===== src/rtl/eth_mon_pkg.sv =====
// Shared definitions for the AXI4-Stream rate monitor: FSM states, tkeep helpers
// and the default window length.
package eth_mon_pkg;

    typedef enum logic [1:0] {
        ST_IDLE  = 2'd0,
        ST_ARMED = 2'd1,
        ST_RUN   = 2'd2,
        ST_HOLD  = 2'd3
    } mon_state_t;

    // One second of RUN cycles at 156.25 MHz.
    localparam int DEFAULT_WINDOW_CYCLES = 156250000;

    // Helpers take tkeep zero-extended to this width (covers data paths up to 1024 bits).
    localparam int MAX_KEEP_W = 128;
    localparam int POP_W      = 8;

    function automatic logic [POP_W-1:0] popcount(input logic [MAX_KEEP_W-1:0] v);
        logic [POP_W-1:0] n;
        n = '0;
        for (int i = 0; i < MAX_KEEP_W; i++) begin
            n = n + POP_W'(v[i]);
        end
        return n;
    endfunction

    // True for 2^k-1 patterns, including all-zero.
    function automatic logic keep_contig(input logic [MAX_KEEP_W-1:0] v);
        return (v & (v + MAX_KEEP_W'(1))) == '0;
    endfunction

endpackage


===== src/rtl/eth_sat_counter.sv =====
// Saturating accumulator: adds addend when enabled, sticks at all-ones and flags overflow.
// load starts a fresh sum from the current addend instead of adding to the old count.
module eth_sat_counter #(
    parameter int CNT_W = 48,
    parameter int ADD_W = 4
) (
    input  logic             coreclk_out,
    input  logic             reset,
    input  logic             clr,
    input  logic             en,
    input  logic             load,
    input  logic [ADD_W-1:0] addend,
    output logic [CNT_W-1:0] count,
    output logic             ovf
);

    logic [CNT_W:0] base;
    logic [CNT_W:0] raw;
    logic           carry;

    assign base  = load ? '0 : {1'b0, count};
    assign raw   = base + (CNT_W+1)'(addend);
    assign carry = raw[CNT_W];

    always_ff @(posedge coreclk_out) begin
        if (reset || clr) begin
            count <= '0;
            ovf   <= 1'b0;
        end else if (en) begin
            count <= carry ? '1 : raw[CNT_W-1:0];
            if (carry) begin
                ovf <= 1'b1;
            end
        end
    end

endmodule


===== src/rtl/eth_axis_rate_monitor.sv =====
// Passive multi-channel AXI4-Stream byte/cycle rate monitor with windowed snapshots.
// Define RATE_MON_PEAK_EN to add the per-channel peak window output.
module eth_axis_rate_monitor
    import eth_mon_pkg::*;
#(
    parameter int DATA_W        = 64,
    parameter int NUM_CH        = 2,
    parameter int CNT_W         = 48,
    parameter int WINDOW_CYCLES = DEFAULT_WINDOW_CYCLES
) (
    input  logic                         coreclk_out,
    input  logic                         reset,
    input  logic [NUM_CH-1:0]            mon_tvalid,
    input  logic [NUM_CH-1:0]            mon_tready,
    input  logic [NUM_CH*(DATA_W/8)-1:0] mon_tkeep,
    input  logic                         start,
    input  logic                         stop,
    input  logic                         clear,
    output logic [1:0]                   state_out,
    output logic [NUM_CH*CNT_W-1:0]      total_bytes,
    output logic [CNT_W-1:0]             total_cycles,
    output logic [NUM_CH*CNT_W-1:0]      win_bytes,
    output logic                         win_valid,
    output logic [NUM_CH-1:0]            keep_err,
    output logic [NUM_CH:0]              ovf
`ifdef RATE_MON_PEAK_EN
    ,
    output logic [NUM_CH*CNT_W-1:0]      peak_win_bytes
`endif
);

    localparam int KEEP_W = DATA_W / 8;
    localparam int ADD_W  = $clog2(KEEP_W + 1);
    localparam int WC_W   = $clog2(WINDOW_CYCLES);
    localparam logic [WC_W-1:0] WIN_LAST = WC_W'(WINDOW_CYCLES - 1);

    mon_state_t      state;
    mon_state_t      state_next;
    logic            any_beat;
    logic            gate;
    logic            s1_run;
    logic [WC_W-1:0] win_pos;
    logic            win_load;
    logic            win_close;
    logic            cyc_ovf;

    // A beat is tvalid & tready on the snooped stream; the monitor never drives either.
    assign any_beat = |(mon_tvalid & mon_tready);
    // Stage-1 gate: RUN, or the ARMED cycle that carries the first beat.
    assign gate     = (state == ST_RUN) || (state == ST_ARMED && any_beat && !stop);

    always_ff @(posedge coreclk_out) begin
        if (reset) begin
            state <= ST_IDLE;
        end else begin
            state <= state_next;
        end
    end

    always_comb begin
        state_next = state;
        if (clear) begin
            state_next = ST_IDLE;
        end else begin
            case (state)
                ST_IDLE:  if (start && !stop)    state_next = ST_ARMED;
                ST_ARMED: if (any_beat && !stop) state_next = ST_RUN;
                ST_RUN:   if (stop)              state_next = ST_HOLD;
                ST_HOLD:  if (start && !stop)    state_next = ST_ARMED;
                default:                         state_next = ST_IDLE;
            endcase
        end
    end

    assign state_out = state;

    assign win_load  = (win_pos == '0);
    assign win_close = s1_run && (win_pos == WIN_LAST);

    always_ff @(posedge coreclk_out) begin
        if (reset || clear) begin
            s1_run    <= 1'b0;
            win_pos   <= '0;
            win_valid <= 1'b0;
        end else begin
            s1_run    <= gate;
            win_valid <= win_close;
            if (s1_run) begin
                win_pos <= win_close ? '0 : win_pos + WC_W'(1);
            end
        end
    end

    eth_sat_counter #(.CNT_W(CNT_W), .ADD_W(1)) u_cyc_cnt (
        .coreclk_out (coreclk_out),
        .reset       (reset),
        .clr         (clear),
        .en          (s1_run),
        .load        (1'b0),
        .addend      (1'b1),
        .count       (total_cycles),
        .ovf         (cyc_ovf)
    );

    assign ovf[NUM_CH] = cyc_ovf;

    for (genvar c = 0; c < NUM_CH; c++) begin : g_ch
        logic [MAX_KEEP_W-1:0] keep_ext;
        logic                  beat;
        logic [ADD_W-1:0]      s1_add;
        logic                  s1_kerr;
        logic                  kerr_q;
        logic [CNT_W-1:0]      tot;
        logic [CNT_W-1:0]      acc;
        logic [CNT_W-1:0]      win_q;
        logic                  tot_ovf;
        logic                  win_ovf;

        always_comb begin
            keep_ext             = '0;
            keep_ext[KEEP_W-1:0] = mon_tkeep[c*KEEP_W +: KEEP_W];
        end

        assign beat = gate & mon_tvalid[c] & mon_tready[c];

        always_ff @(posedge coreclk_out) begin
            if (reset || clear) begin
                s1_add  <= '0;
                s1_kerr <= 1'b0;
                kerr_q  <= 1'b0;
                win_q   <= '0;
            end else begin
                s1_add  <= beat ? ADD_W'(popcount(keep_ext)) : '0;
                s1_kerr <= beat && !keep_contig(keep_ext);
                kerr_q  <= kerr_q | s1_kerr;
                if (win_valid) begin
                    win_q <= acc;
                end
            end
        end

        eth_sat_counter #(.CNT_W(CNT_W), .ADD_W(ADD_W)) u_tot_cnt (
            .coreclk_out (coreclk_out),
            .reset       (reset),
            .clr         (clear),
            .en          (s1_run),
            .load        (1'b0),
            .addend      (s1_add),
            .count       (tot),
            .ovf         (tot_ovf)
        );

        // The accumulator holds the finished window sum for the pulse cycle, then
        // restarts from the first addend of the next window.
        eth_sat_counter #(.CNT_W(CNT_W), .ADD_W(ADD_W)) u_win_acc (
            .coreclk_out (coreclk_out),
            .reset       (reset),
            .clr         (clear),
            .en          (s1_run),
            .load        (win_load),
            .addend      (s1_add),
            .count       (acc),
            .ovf         (win_ovf)
        );

        assign total_bytes[c*CNT_W +: CNT_W] = tot;
        assign win_bytes[c*CNT_W +: CNT_W]   = win_valid ? acc : win_q;
        assign keep_err[c]                   = kerr_q;
        assign ovf[c]                        = tot_ovf | win_ovf;

`ifdef RATE_MON_PEAK_EN
        logic [CNT_W-1:0] peak_q;
        logic [CNT_W-1:0] peak_now;

        assign peak_now = (win_valid && acc > peak_q) ? acc : peak_q;

        always_ff @(posedge coreclk_out) begin
            if (reset || clear) begin
                peak_q <= '0;
            end else begin
                peak_q <= peak_now;
            end
        end

        assign peak_win_bytes[c*CNT_W +: CNT_W] = peak_now;
`endif
    end

endmodule


===== config.mk =====
export PLATFORM = sky130hd
export DESIGN_NAME = eth_axis_rate_monitor
export DESIGN_NICKNAME = d
export VERILOG_FILES = /design/src/rtl/eth_mon_pkg.sv /design/src/rtl/eth_sat_counter.sv /design/src/rtl/eth_axis_rate_monitor.sv
export SDC_FILE = /design/constraint.sdc
export NUM_CORES = 1
export LEC_CHECK = 0
export ABC_AREA = 1
export CAP_MARGIN = 0
export CORE_AREA = 2 2 204 206
export CTS_BUF_LIST = sky130_fd_sc_hd__clkbuf_8
export DETAILED_ROUTE_END_ITERATION = 10
export DIE_AREA = 0 0 206 208
export GPL_TIMING_DRIVEN = 0
export PLACE_DENSITY_LB_ADDON = 0.2
export SLEW_MARGIN = 20
export SYNTH_ARGS = -nofsm -noshare
export SYNTH_HDL_FRONTEND = slang
export SYNTH_SLANG_ARGS = --single-unit

===== constraint.sdc =====
create_clock -name coreclk_out -period 4.05 [get_ports coreclk_out]
set_clock_uncertainty 0.15 [all_clocks]
set_input_delay 0.81 -clock coreclk_out [delete_from_list [all_inputs] [get_ports coreclk_out]]
set_output_delay 0.81 -clock coreclk_out [all_outputs]
set_load 0.01 [all_outputs]

==> flow_metrics.env <==
export IMPL_outcome="complete, but fails checks"
export IMPL_violations="setup timing"
export IMPL_synth_warnings=0
export IMPL_ctsLongestPathBuffers=3
export IMPL_postSynthAreaPerCell_um2=6.56
export IMPL_grt_max_degree=11
export IMPL_final_cell_mix="nand2_1 (818), nor2_1 (456), inv_1 (412), dfxtp_1 (385), clkdlybuf4s50_1 (272)"
export IMPL_h_tree_depth=3
export IMPL_initial_utilization_pct=54.3
export IMPL_syn_cell_area_um2=22000
export IMPL_routed_wirelength_um=77100
export IMPL_cts_tree="built"
export IMPL_hold_viol=0
export IMPL_ctsHoldBuffers=0
export IMPL_clock_latency_ps=640
export IMPL_fin_nets=3774
export IMPL_setup_violations=1
export IMPL_antenna_found_initial=0
export IMPL_port_buffers=272
export IMPL_wire_per_inst_um=18.0
export IMPL_dp_hpwl_um=57900
export IMPL_r2r_end="g_ch[0].u_tot_cnt.count[30]"
export IMPL_path_common_cell="buf_2"
export IMPL_die_w_um=206
export IMPL_holdCritPathClass="reg -> reg"
export IMPL_numCtsBuffers=67
export IMPL_vias=23700
export IMPL_final_common_cell="nand2_1"
export IMPL_viasPerCell=5.52
export IMPL_fin_util_pct=66.5
export IMPL_maxSlewViolCount=0
export IMPL_track_usage_pct=35.5
export IMPL_clock_sinks=385
export IMPL_fin_crit_ps=4060
export IMPL_regToRegSetupSlack_ps=-10
export IMPL_hold_ws_ps=304
export IMPL_synth_edf_count=0
export IMPL_p_leak_nw=10.4
export IMPL_finalWorstSetupSlack_ps=-14.3
export IMPL_critPathCapture="g_ch[0].u_tot_cnt.count[30]"
export IMPL_critical_path_max_stage_delay_ps=740
export IMPL_syn_nets=3427
export IMPL_timing_fmax_mhz=246
export IMPL_grt_overflow_total=0
export IMPL_rows=74
export IMPL_slew_headroom_pct=22.9
export IMPL_drt_first_pass_iters=8
export IMPL_antenna_cells=0
export IMPL_ys_ff_latch=385
export IMPL_postRouteAntennaNets=0
export IMPL_synthDistinctLibCells=55
export IMPL_synthArstFlopShare_pct=0
export IMPL_drc_errors=0
export IMPL_required_ps=4440
export IMPL_grt_pass1_vias=22400
export IMPL_core_area_um2=40600
export IMPL_synth_seq_area_share_pct=35.0
export IMPL_path_class="reg -> reg"
export IMPL_crit_chain="buf_2 > clkbuf_1 > buf_1 > nand4_1 > buf_2 > a21oi_1"
export IMPL_crit_slowest_cell="clkbuf_1"
export IMPL_drive_gt1_share_pct=6.66
export IMPL_crit_path_start_kind="flop"
export IMPL_synthCells=3359
export IMPL_cp_max_fo=10
export IMPL_syn_to_final_growth_pct=22.5
export IMPL_p_total_mw=8.01
export IMPL_cp_end_kind="flop"
export IMPL_crit_path_start="s1_run"
export IMPL_max_cap_violations=0
export IMPL_ir_drop_mv=0.228
export IMPL_cts_root_buf="clkbuf_8"
export IMPL_clk_pin_slew_worst_paths_ps=60
export IMPL_worst_r2r_path_depth=6
export IMPL_dieHeight_um=208
export IMPL_power_density_nw_per_um2=297
export IMPL_drtIter0Drc=2002
export IMPL_ios=273
export IMPL_tightest_slew_ps=1160
export IMPL_arrival_ps=4450
export IMPL_min_period_over_period_pct=100
export IMPL_r2r_start="s1_run"
export IMPL_grt_setup_unrepaired="true"
export IMPL_design_die_area_um2=42800
export IMPL_gp_congestion=1.01
export IMPL_grt_pass1_wl_um=119000
export IMPL_ys_flop_type="dfxtp_1"
==> Yosys cell counts (8+ instances only) <==
master	n	area [um^2]
xnor2_1	39	342
a21oi_1	232	1160
xor2_1	99	867
inv_1	397	1490
o21ai_1	21	105
fa_1	12	240
nor3_2	8	80.1
a31oi_1	40	250
buf_6	12	135
ha_1	31	388
nand3_2	17	170
nand3_1	188	941
o21ai_0	145	726
buf_2	10	50.1
nor4_1	32	200
or2_2	12	75.1
nand3b_1	14	105
nor2_1	460	1730
nand4_1	72	450
nor3_1	117	586
clkbuf_1	84	315
dfxtp_1	385	7710
nor2_4	8	90.1
nand2_1	820	3080
inv_2	11	41.3
nor2_2	22	138
==> per-layer routing <==
layer | part of all wire, % | up-vias | wire [um] | GRT usage, %
li1 | - | 11500 | - | -
met1 | 40 | 10800 | 30600 | 43.5
met2 | 46 | 1044 | 35500 | 58.5
met3 | 8.4 | 253 | 6480 | 6.97
met4 | 6.0 | 0 | 4590 | 19.3
met5 | 0 | - | 0 | 0
==> cells by family (layout without fill, tap and decap cells) <==
logic type | Yosys count | count (layout) | share of synthesized area [%]
compound gates | 464 | 464 | 11.1
flops | 385 | 385 | 35.0
xor+xnor | 138 | 138 | 5.49
simple gates | 1799 | 1799 | 35.9
fa+ha+maj | 43 | 43 | 2.85
buf+inv | 530 | 924 | 9.72
==> worst max-delay path, delay by kind of cell (launching register included) <==
family / cells / cell delay (ps)
compound gates: 1 / 190
buf+inv: 4 / 2330
simple gates: 1 / 730
flops: 1 / 540
==> what timing repair did <==
action	in CTS	in global routing
resized for setup	8	20
endpoints found under the hold margin	0	0
buffers inserted	0	6
endpoints found under the setup margin	153	109
pin swaps	1	4
==> state kept, by name, indices dropped and copies added (netlist names), 2 cells and up <==
| register | flops |
|---|---|
| u_cyc_cnt.count | 48 |
| g_ch.s1_add | 8 |
| state_out | 2 |
| g_ch.u_tot_cnt.ovf | 2 |
| g_ch.win_q | 96 |
| g_ch.u_tot_cnt.count | 96 |
| g_ch.u_win_acc.count | 96 |
| g_ch.kerr_q | 2 |
| win_pos | 28 |
| g_ch.s1_kerr | 2 |
| g_ch.u_win_acc.ovf | 2 |
==> where the power goes <==
part	total, mW	switching [mW]	internal, mW
clock network	3.88	1.67	2.20
registers	3.82	0.0173	3.80
logic	0.316	0.215	0.101
total	8.01	1.91	6.10
==> stage by stage <==
| step | cells | instance area (um^2) | worst slack, ps | setup TNS (ps) |
|---|---|---|---|---|
| detailed placement | 4163 | 25400 | -402 | -22870 |
| global placement | 4163 | 25400 | -356 | -20580 |
| global route | 4285 | 27000 | -54.2 | -239 |
| floorplan | 3359 | 22000 | 570 | 0 |
| CTS | 4279 | 26900 | 28.9 | 0 |
| finish | 4285 | 27000 | -14.3 | -14.3 |
==> area by class of cell <==
| class | instances | area, um^2 |
|---|---|---|
| tap | 532 | 666 |
| clock buffer | 85 | 1170 |
| clock inverter | 31 | 267 |
| multi-input combinational | 2444 | 12200 |
| sequential | 385 | 7710 |
| fill | 3769 | 13600 |
| inverter | 409 | 1540 |
| timing repair buffer | 278 | 2770 |
| buffer | 121 | 623 |
==> worst min path at each step <==
stage,to,slack [ps],cells past startpoint,start
after CTS,g_ch[0].kerr_q,310,2,g_ch[0].s1_kerr
final,g_ch[0].kerr_q,300,2,g_ch[0].s1_kerr
after global placement,g_ch[0].kerr_q,290,2,g_ch[0].s1_kerr
after detailed placement,g_ch[0].kerr_q,300,2,g_ch[0].s1_kerr
after floorplan,g_ch[0].kerr_q,280,2,g_ch[0].s1_kerr
after global routing,g_ch[0].win_q[5],340,2,g_ch[0].win_q[5]
Note: power is estimated with default switching activity, not from simulation.
